==> src/rtl/uart_mmio_pkg.sv <==
// uart_mmio_pkg: register offsets, STATUS bit positions and I/O window default
package uart_mmio_pkg;
  localparam logic [31:0] IO_BASE_DEF = 32'h8000_0000;
  localparam logic [7:0] OFF_STATUS  = 8'h00;
  localparam logic [7:0] OFF_RX      = 8'h04;
  localparam logic [7:0] OFF_TX      = 8'h08;
  localparam logic [7:0] OFF_CYCLE   = 8'h10;
  localparam logic [7:0] OFF_INSTRET = 8'h14;
  localparam logic [7:0] OFF_CTR_RST = 8'h18;
  localparam int ST_TX_SPACE = 0;
  localparam int ST_RX_AVAIL = 1;
  localparam int ST_OVERFLOW = 2;
endpackage

==> src/rtl/uart_rx_fifo.sv <==
// uart_rx_fifo: power-of-two byte FIFO with wrap-bit pointers for full/empty
module uart_rx_fifo #(
  parameter int DEPTH = 4
) (
  input  logic       clk,
  input  logic       rst_n,
  input  logic       push,
  input  logic [7:0] din,
  input  logic       pop,
  output logic [7:0] head,
  output logic       full,
  output logic       empty
);
  localparam int AW = $clog2(DEPTH);
  logic [7:0] mem [DEPTH];
  logic [AW:0] wr_ptr, rd_ptr;
  logic do_push, do_pop;
  assign empty = wr_ptr == rd_ptr;
  assign full = (wr_ptr[AW] != rd_ptr[AW]) && (wr_ptr[AW-1:0] == rd_ptr[AW-1:0]);
  assign do_push = push && !full;
  assign do_pop = pop && !empty;
  assign head = mem[rd_ptr[AW-1:0]];
  // pointer advance; reset discards contents by collapsing the pointers
  always_ff @(posedge clk or negedge rst_n) begin
    if (!rst_n) begin
      wr_ptr <= '0;
      rd_ptr <= '0;
    end else begin
      if (do_push) wr_ptr <= wr_ptr + (AW+1)'(1);
      if (do_pop) rd_ptr <= rd_ptr + (AW+1)'(1);
    end
  end
  // storage needs no reset; only entries between the pointers are ever read
  always_ff @(posedge clk) begin
    if (do_push) mem[wr_ptr[AW-1:0]] <= din;
  end
endmodule

==> src/rtl/uart_mmio_ctrl.sv <==
// uart_mmio_ctrl: CPU load/store bridge to the UART plus cycle/instret counters
module uart_mmio_ctrl
  import uart_mmio_pkg::*;
#(
  parameter int RX_DEPTH = 4,
  parameter logic [31:0] IO_BASE = IO_BASE_DEF
) (
  input  logic        clk,
  input  logic        reset,
  input  logic [31:0] addr,
  input  logic [31:0] wdata,
  input  logic        we,
  input  logic        re,
  output logic [31:0] rdata,
  input  logic        inst_retired,
  output logic [7:0]  tx_data,
  output logic        tx_valid,
  input  logic        tx_ready,
  input  logic [7:0]  rx_data,
  input  logic        rx_valid,
  output logic        rx_ready
);
  logic sel, wr_tx, wr_ctr, rd_rx, tx_free;
  logic [7:0] off, head;
  logic full, empty, overflow;
  logic [31:0] cycle, instret, status, rd_mux;
  logic unused_ok;
  assign unused_ok = ^wdata[31:8];
  assign sel = addr[31:8] == IO_BASE[31:8];
  assign off = addr[7:0];
  assign wr_tx = we && sel && off == OFF_TX;
  assign wr_ctr = we && sel && off == OFF_CTR_RST;
  assign rd_rx = re && sel && off == OFF_RX;
  assign tx_free = !tx_valid || tx_ready;
  assign rx_ready = !full;
  uart_rx_fifo #(.DEPTH(RX_DEPTH)) u_fifo (
    .clk(clk),
    .rst_n(reset),
    .push(rx_valid && rx_ready),
    .din(rx_data),
    .pop(rd_rx && !empty),
    .head(head),
    .full(full),
    .empty(empty)
  );
  // STATUS image and load-data mux; empty FIFO reads as zero
  always_comb begin
    status = '0;
    status[ST_TX_SPACE] = !tx_valid;
    status[ST_RX_AVAIL] = !empty;
    status[ST_OVERFLOW] = overflow;
    rd_mux = !sel ? 32'h0 :
             off == OFF_STATUS  ? status :
             off == OFF_RX      ? {24'h0, empty ? 8'h0 : head} :
             off == OFF_CYCLE   ? cycle :
             off == OFF_INSTRET ? instret : 32'h0;
  end
  // TX holding register; the slot is free in the same cycle the UART accepts
  always_ff @(posedge clk or negedge reset) begin
    if (!reset) begin
      tx_valid <= 1'b0;
      tx_data <= 8'h0;
    end else if (wr_tx && tx_free) begin
      tx_valid <= 1'b1;
      tx_data <= wdata[7:0];
    end else if (tx_valid && tx_ready) begin
      tx_valid <= 1'b0;
    end
  end
  // counters and sticky overflow; CTR_RST wins over increment and new overflow
  always_ff @(posedge clk or negedge reset) begin
    if (!reset) begin
      cycle <= '0;
      instret <= '0;
      overflow <= 1'b0;
    end else if (wr_ctr) begin
      cycle <= '0;
      instret <= '0;
      overflow <= 1'b0;
    end else begin
      cycle <= cycle + 32'd1;
      instret <= instret + 32'(inst_retired);
      if (rx_valid && full) overflow <= 1'b1;
    end
  end
  // registered load data, held between reads
  always_ff @(posedge clk or negedge reset) begin
    if (!reset) rdata <= '0;
    else if (re) rdata <= rd_mux;
  end
endmodule

==> config.mk <==
export PLATFORM = sky130hd
export DESIGN_NAME = uart_mmio_ctrl
export DESIGN_NICKNAME = d
export VERILOG_FILES = /design/src/rtl/uart_mmio_pkg.sv /design/src/rtl/uart_rx_fifo.sv /design/src/rtl/uart_mmio_ctrl.sv
export SDC_FILE = /design/constraint.sdc
export NUM_CORES = 1
export LEC_CHECK = 0
export ABC_AREA = 1
export CORE_ASPECT_RATIO = 2
export CORE_UTILIZATION = 35
export CTS_CLUSTER_DIAMETER = 120
export DETAILED_ROUTE_END_ITERATION = 16
export PLACE_DENSITY = 0.53
export SETUP_SLACK_MARGIN = 0.4
export SYNTH_ARGS = -nofsm -noshare
export SYNTH_HDL_FRONTEND = slang
export SYNTH_SLANG_ARGS = --single-unit
==> constraint.sdc <==
create_clock -name clk -period 2.9 [get_ports clk]
set_input_delay 0.58 -clock clk [delete_from_list [all_inputs] [get_ports clk]]
set_output_delay 0.58 -clock clk [all_outputs]
set_load 0.1 [all_outputs]
==> out/metrics.csv, run 1 <==
metric;value;unit
finalHoldViolations;0;
slew_headroom;47.9;%
clockRootBuffer;clkbuf_16;
synth-simple-area-share;37.6;%
synthCells;1056;
yosysUniqueCellTypes;30;
syn_nets;1143;
grt_overflow;0;
max_freq;0.437;GHz
synth-xor-area-share;2.88;%
r2r_start;cycle[0]$_DFF_PN0_;
grt_max_degree;63;
cts_max_level;4;
globalplace.congestion;0.876;
cts_resized;0;
cp_cell_sequence;inv_1 -> nand2_1 -> nand2_1 -> nand4_1 -> buf_12;
ff2ff_setup_slack;990;ps
final_core_util;44.0;%
tritoncts;done;
die_y;215;µm
avgRoutedWirePerCell;16.6;µm
nNetsFinal;1247;
clk_pin_slew_worst_paths;60;ps
maxCapViolations;0;
setup_viol;0;
port_buffers;96;
clock_path_buffers;2;
tns;0;ps
hpwl;18.7;mm
fillerInstances;2312;
die_width;108;µm
synth-compound-area-share;3.00;%
holdWs;222;ps
worstSkewPairLatency;440;ps
grt_pass1_vias;7245;
drive_above_1_share;11.3;%
rsz0062_at_grt;no;
worst_slew_pin_slew;781;ps
cp.arrival;1710;ps
rows;77;
synth_fa_ha_area_share;1.26;%
antenna_found_initial;0;
vias;7113;
end_kind;primary output;
crit_family;buffers and inverters;
seq_area;3760;µm²
startpoint_type;flip-flop;
gr-usage-met1;20.9;%
cts_hold_buf;0;
crit_buf_inv;2;
synth_seq_cells;144;
diodes;0;
busiest_layer;met2;
core;22200;µm²
slowest_stage;dfrtp_1;
multi_input_area;3580;µm²
drcViolationCount;0;
synth_top_family_by_area;simple AND/OR/NAND/NOR gates;
post_cts_buffers;0;
io_pins;121;
worstPathMaxFanout;4;
netlist_area;7910;µm²
final_cell_mix;334 x nand2_1, 168 x nor2_1, 114 x inv_1, 112 x dfrtp_1, 109 x nand3_1;
worstPathRequired;2320;ps
peakVddDrop;0.000376;V
endpoint;rx_ready;
grt_usage;22.1;%
syn_area_per_cell;7.49;µm²
synthToLayoutAreaGrowth;23.1;%
routed_wl;24.0;mm
cpMostUsedCell;nand2_1;
drt_first_pass_iters;5;
crit_start;u_fifo.wr_ptr[0]$_DFFE_PN0P_;
cts.sinks;144;
die-area;23300;µm²
worstSetupPathDepth;5;
clock_skew;10.1;ps
drt_iter0_drc;317;
final_common_cell;nand2_1;
dpl_cell_area;9160;µm²
grt_pass1_wl;38.0;mm
grt_use_met2;41.7;%
via_per_inst;4.92;
drv_slew;0;
gr-usage-met3;4.16;%
detail-route-antenna-nets;0;
yosysWarningCount;0;
cp_slowest_stage_delay;420;ps
min_period_over_period;79.0;%
outcome;finished clean;
layout_min_cycle_time;2290;ps
fin_area;9740;µm²
reg2reg_depth;8;
cts-buffers-inserted;17;
synth.area.mux_share;0;%
worstReg2RegEnd;cycle[18]$_DFF_PN0_;
cellPowerDensity;535;nW/µm²
yosysSeqAreaShare;47.6;%
initial_core_util;35.7;%
critPathKind;reg2out;
min-delay-path-class;in2async;
leakage;4.61;nW
-- through the flow --
stage | worst slack (ps) | total power [mW] | cells
6_report | 610 | 5.21 | 1447
5_1_grt | 475 | 5.43 | 1447
4_1_cts | 607 | 5.27 | 1447
3_5_place_dp | 284 | 3.05 | 1417
3_3_place_gp | 303 | 3.04 | 1417
2_1_floorplan | 315 | 2.77 | 1056
-- area by class of cell --
type / count / share of cell area (%)
inverter: 116 / 4.47
tap: 276 / 3.55
timing repair buffer: 114 / 10.7
multi-input combinational: 767 / 36.8
clock buffer: 20 / 4.48
clock inverter: 10 / 1.44
sequential: 144 / 38.6
-- cells in the mapped netlist --
cell,instances,area [µm²]
nand4_1,24,150
o22ai_1,17,106
clkbuf_1,11,41.3
inv_1,115,432
nor3_4,1,16.3
nor2_1,172,646
nor2_2,18,113
a21oi_2,1,8.76
xor2_1,24,210
buf_8,1,15.0
dfrtp_1,112,2800
nand3_1,109,546
ha_1,8,100
nand3_2,3,30.0
nand2_2,1,6.26
nand2_1,335,1260
o21ai_1,2,10.0
o21ai_0,17,85.1
o2111ai_1,2,17.5
nor3_1,14,70.1
buf_6,5,56.3
nor3b_1,2,15.0
inv_2,1,3.75
nor2_4,4,45.0
edfxtp_1,32,961
xnor2_1,2,17.5
a21oi_1,2,10.0
or2_2,2,12.5
buf_2,12,60.1
nor3_2,7,70.1
-- cells by family after synthesis --
kind of cell | after synthesis
AOI/OAI and AO/OA | 41
buffers and inverters | 145
adders and majority gates | 8
DFF | 144
and+or+nand+nor | 692
xor gates and xnor gates | 26
-- state kept, by name, indices dropped and copies added, names as in the netlist --
signal	count
u_fifo.rd_ptr	3
instret	32
tx_valid	1
u_fifo.wr_ptr	3
overflow	1
rdata	32
cycle	32
tx_data	8
u_fifo.mem	32
-- worst register-to-register path, delay by kind of cell (launching register included) --
kind                       cells  cell delay, ps
and+or+nand+nor                6             880
DFF                            1             470
adders and majority gates      1             230
xor gates and xnor gates       1             190
-- power by group --
| part | total [mW] | internal (mW) | switching [mW] |
|---|---|---|---|
| combinational | 0.653 | 0.248 | 0.405 |
| clock | 2.20 | 1.34 | 0.864 |
| sequential | 2.35 | 2.25 | 0.102 |
-- metal layers --
layer	up-vias	routed length [µm]
li1	3555	-
met3	59	689
met5	-	0
met4	0	1430
met2	158	13500
met1	3341	8320
-- worst min-delay path by stage --
stage,cells past startpoint,to
final,1,instret[19]$_DFF_PN0_
after global routing,1,instret[19]$_DFF_PN0_
after CTS,1,instret[19]$_DFF_PN0_
after detailed placement,2,tx_data[7]$_DFFE_PN0P_
after global placement,2,tx_data[5]$_DFFE_PN0P_
after floorplan,0,cycle[0]$_DFF_PN0_
Note: power is estimated with default switching activity, not from simulation.
==> run 2: changes to the inputs <==
- PLACE_DENSITY: 0.53 -> 0.55
- clock period: 2.9 -> 2 ns (I/O delays scaled with it)
==> out/metrics.csv, run 2 (same netlist as run 1, synthesis figures left out) <==
metric;value;unit
nNetsFinal;1348;
vias;7686;
grt_usage;24.0;%
via_per_inst;4.96;
cp.arrival;1570;ps
synthToLayoutAreaGrowth;40.5;%
routed_wl;26.8;mm
layout_min_cycle_time;1970;ps
setup_viol;0;
grt_pass1_wl;40.7;mm
drive_above_1_share;23.6;%
drv_slew;0;
worstPathMaxFanout;3;
setup_slack;29.2;ps
io_pins;121;
min-delay-path-class;in2async;
cts_max_level;4;
final_cell_mix;321 x nand2_1, 144 x nor2_1, 121 x buf_4, 107 x inv_1;
crit_buf_inv;3;
worst_slew_pin_slew;523;ps
avgRoutedWirePerCell;17.3;µm
dp_slack;-269;ps
cts-buffers-inserted;17;
cpMostUsedCell;nand2_1;
end_kind;primary output;
drt_iter0_drc;345;
peakVddDrop;0.000775;V
detail-route-antenna-nets;0;
clock_skew;6.25;ps
tritoncts;done;
globalplace.congestion;0.895;
clock_path_buffers;2;
cp_slowest_stage_delay;440;ps
slowest_stage;dfrtp_1;
final_common_cell;nand2_1;
antenna_found_initial;0;
clk_pin_slew_worst_paths;60;ps
fin_area;11100;µm²
rows;77;
worstPathRequired;1600;ps
finalHoldViolations;0;
die_y;215;µm
cp_cell_sequence;inv_2 -> nand2_1 -> nand2_1 -> nand4_1 -> buf_4 -> buf_12;
crit_family;flip-flops;
core;22200;µm²
slew_headroom;65.1;%
dpl_cell_area;9580;µm²
port_buffers;96;
cts.sinks;144;
clockRootBuffer;clkbuf_16;
critPathKind;reg2out;
cellPowerDensity;743;nW/µm²
drcViolationCount;0;
grt_max_degree;37;
leakage;5.31;nW
grt_pass1_vias;7604;
outcome;finished clean;
startpoint_type;flip-flop;
max_freq;0.507;GHz
place_inst;1461;
grt_overflow;0;
stdcell_count;1550;
die_width;108;µm
hpwl;20.0;mm
final_core_util;50.2;%
diodes;0;
drt_first_pass_iters;7;
initial_core_util;35.7;%
rsz0062_at_grt;yes;
die-area;23300;µm²
maxCapViolations;0;
power.total;8.26;mW
min_period_over_period;98.5;%
worstSkewPairLatency;440;ps
run 2: cell count changes in the layout (fill, tap and decap cells not counted), moves of 7 or more:
cell,previous run,this run
nand2_2,1,10
nor2_2,18,26
dlygate4sd2_1,0,15
clkdlybuf4s50_1,53,20
clkdlybuf4s15_1,0,12
inv_1,114,107
nand2_1,334,321
nor2_1,168,144
nor2_4,8,24
buf_6,0,17
buf_4,57,121
buf_12,4,18
run 2: path summary, 6_finish.rpt:
path,start,end,slack [ps],cells past startpoint
max,u_fifo.rd_ptr[0]$_DFFE_PN0P_,rx_ready,30,6
min,reset,rdata[18]$_DFFE_PN0P_,470,2
min reg2reg,tx_data[4]$_DFFE_PN0P_,tx_data[4]$_DFFE_PN0P_,480,2
min in group clk,tx_data[4]$_DFFE_PN0P_,tx_data[4]$_DFFE_PN0P_,480,2
max reg2reg,u_fifo.rd_ptr[0]$_DFFE_PN0P_,u_fifo.wr_ptr[2]$_DFFE_PN0P_,80,13
max in group asynchronous,reset,cycle[18]$_DFF_PN0_,910,3
run 2: layer usage:
| layer | global-route usage [%] | share of wire (%) |
|---|---|---|
| met3 | 4.04 | 3.5 |
| met1 | 22.1 | 34 |
| met5 | 0 | 0 |
| met2 | 44.5 | 55 |
| met4 | 19.1 | 7.9 |
run 2: power breakdown:
group / leakage, nW / total, mW / switching, mW / internal (mW)
Sequential: 1.72 / 3.45 / 0.190 / 3.26
Combinational: 3.33 / 1.63 / 0.812 / 0.820
Clock: 0.266 / 3.17 / 1.32 / 1.85
Total: 5.31 / 8.26 / 2.32 / 5.93
run 2: per-stage QoR:
| step | TNS (ps) | hold slack [ps] |
|---|---|---|
| 2_1_floorplan | -19770 | 104 |
| 3_3_place_gp | -10630 | 399 |
| 3_5_place_dp | -12590 | 400 |
| 4_1_cts | 0 | 474 |
| 5_1_grt | -16.4 | 493 |
| 6_report | 0 | 469 |
run 2: final cells by class:
class                   instances  area, µm²
clock buffers                  20        440
inverters                     116        438
clock inverters                12        138
multi-input cells             767       3890
fillers                      2201      11000
well taps                     276        345
repair buffers                215       2100
flip-flops and latches        144       3770
run 2: repair_timing:
action	CTS	global route
endpoints found under the setup margin	119	121
hold endpoints to repair	28	0
hold buffers	1	0
setup buffers	34	18
pin swaps	22	43
gates resized for setup	76	92
cloned	3	1
==> run 3: changes to the inputs <==
- ABC_AREA: 1 -> unset
- PLACE_DENSITY: 0.55 -> 0.56
==> out/metrics.csv, run 3 <==
metric;value;unit
outcome;finished clean;
drt_first_pass_iters;5;
via_per_inst;5.08;
synth_seq_cells;144;
initial_core_util;35.6;%
syn_nets;686;
die_y;197;µm
clock_skew;8.68;ps
yosysSeqAreaShare;56.4;%
synth-compound-area-share;8.55;%
grt_overflow;0;
synth-xor-area-share;8.27;%
die-area;19700;µm²
synth-edff-count;32;
cp_cell_sequence;xnor2_2 -> nand3b_1 -> buf_12;
seq_area;3780;µm²
min-delay-path-class;in2async;
fin_area;9730;µm²
min_period_over_period;91.5;%
async_reset_ff_share;77.8;%
globalplace.congestion;0.777;
ys_dominant_reg_cell;dfrtp_1;
routed_wl;18.5;mm
synth-simple-area-share;16.7;%
maxCapViolations;0;
r2r_start;cycle[22]$_DFF_PN0_;
slew_headroom;70.7;%
synth_top_family_by_area;simple AND/OR/NAND/NOR gates;
synthTopCellsByArea;dfrtp_1 42%, edfxtp_1 14%, xor2_1 5.1%, nor2_1 4.0%, a22oi_1 3.6%;
drv_slew;0;
slowest_stage;dfrtp_1;
avgRoutedWirePerCell;17.6;µm
core;18700;µm²
drcViolationCount;0;
clockRootBuffer;clkbuf_16;
peakVddDrop;0.000748;V
final_core_util;51.9;%
cts-buffers-inserted;17;
worstPathRequired;1600;ps
final_common_cell;buf_4;
synth_fa_ha_area_share;1.50;%
die_width;99.6;µm
hpwl;13.1;mm
worst_slew_pin_slew;439;ps
leakage;4.14;nW
worstSkewPairLatency;420;ps
place_inst;972;
yosysTopAreaCellShare;42.0;%
cts.sinks;144;
cellPowerDensity;786;nW/µm²
layout_min_cycle_time;1830;ps
clock_path_buffers;2;
max_freq;0.547;GHz
cp_slowest_stage_delay;420;ps
stdcell_count;1053;
crit_start;u_fifo.rd_ptr[2]$_DFFE_PN0P_;
tritoncts;done;
port_buffers;96;
antenna_found_initial;0;
clk_pin_slew_worst_paths;70;ps
dpl_cell_area;8530;µm²
diodes;0;
vias;5348;
rsz0062_at_grt;yes;
cp.arrival;1430;ps
grt_pass1_wl;29.2;mm
yosysWarningCount;0;
grt_pass1_vias;5678;
finalHoldViolations;0;
end_kind;primary output;
cts_max_level;4;
worstPathMaxFanout;2;
synthCells;599;
multi_input_area;3120;µm²
synthToLayoutAreaGrowth;45.7;%
detail-route-antenna-nets;0;
drt_iter0_drc;201;
synth_common_cells;112 x dfrtp_1, 72 x nor2_1, 42 x inv_1;
grt_usage;19.6;%
tns;0;ps
setup_viol;0;
final_cell_mix;114 x buf_4, 100 x dfrtp_1, 71 x nor2_1, 41 x inv_1, 39 x xor2_1;
startpoint_type;flip-flop;
io_pins;121;
synth.area.mux_share;4.37;%
critPathKind;reg2out;
nNetsFinal;872;
syn_area_per_cell;11.1;µm²
reg2reg_depth;5;
netlist_area;6670;µm²
yosys.area.top_type;dfrtp_1;
yosysUniqueCellTypes;42;
fillerInstances;1675;
drive_above_1_share;36.6;%
rows;71;
yosysMostFrequentCell;dfrtp_1;
grt_max_degree;41;
-- run 3: cell count changes in the layout (fill, tap and decap cells not counted), moves of 12 or more --
cell,before,now
nor2_2,26,0
a22oi_1,0,29
nor2_1,144,71
nand2_1,321,19
o22ai_1,17,29
inv_1,107,41
nor2_4,24,2
o21ai_0,15,3
nand3_1,106,24
xor2_1,23,39
xnor2_1,2,21
buf_2,0,14
-- run 3: stage by stage --
stage	total power, mW	setup WS [ps]	hold WS, ps
after global placement	4.39	-332	360
after floorplan	3.95	-364	104
after CTS	7.64	143	476
after global routing	7.95	101	516
after detailed placement	4.42	-367	370
final	7.65	171	479
-- run 3: cell type report --
class | instances | share of cell area [%]
flip-flops and latches | 144 | 38.9
multi-input cells | 386 | 32.1
repair buffers | 194 | 18.2
clock buffers | 17 | 4.37
well taps | 255 | 3.28
clock inverters | 15 | 1.63
inverters | 42 | 1.62
-- run 3: worst max-delay path: cells and delay by family (launching register included) --
kind | cells | cell delay [ps]
simple gates | 1 | 230
buf+inv | 1 | 210
flops | 1 | 420
xor+xnor | 1 | 150
-- run 3: final timing paths --
check / endpoint / slack [ps]
max in group asynchronous: tx_valid$_DFFE_PN0P_ / 930
worst min register to register: cycle[0]$_DFF_PN0_ / 510
worst min-delay path: instret[1]$_DFF_PN0_ / 480
worst max-delay path: rx_ready / 170
worst max register to register: cycle[31]$_DFF_PN0_ / 280
min in group clk: cycle[0]$_DFF_PN0_ / 510
-- run 3: power by group --
part	leakage (nW)	total, mW	switching (mW)	internal (mW)
logic	2.06	1.08	0.557	0.521
registers	1.79	3.43	0.173	3.26
clock network	0.292	3.13	1.45	1.69
total	4.14	7.65	2.18	5.47
-- run 3: kinds of logic (layout without fill, tap and decap cells) --
logic type                 after synthesis  after routing
adders and majority gates                8              8
xor gates and xnor gates                63             63
muxes                                   18             18
and+or+nand+nor                        211            212
AOI/OAI and AO/OA                       85             85
DFF                                    144            144
buffers and inverters                   70            268
-- run 3: repair_timing --
action,CTS,global route
hold buffers,1,0
resized for setup,145,43
setup buffers,28,16
pin swaps,24,25
endpoints found under the hold margin,24,0
setup endpoints to repair,143,85
gates cloned,4,0
-- run 3: per-layer routing --
metal	global-route usage (%)	up-vias	routed length [µm]	part of all wire, %
li1	-	2525	-	-
met1	19.6	2646	6410	35
met2	36.5	130	10700	58
met3	3.15	47	451	2.4
met4	13.0	0	890	4.8
met5	0	-	0	0
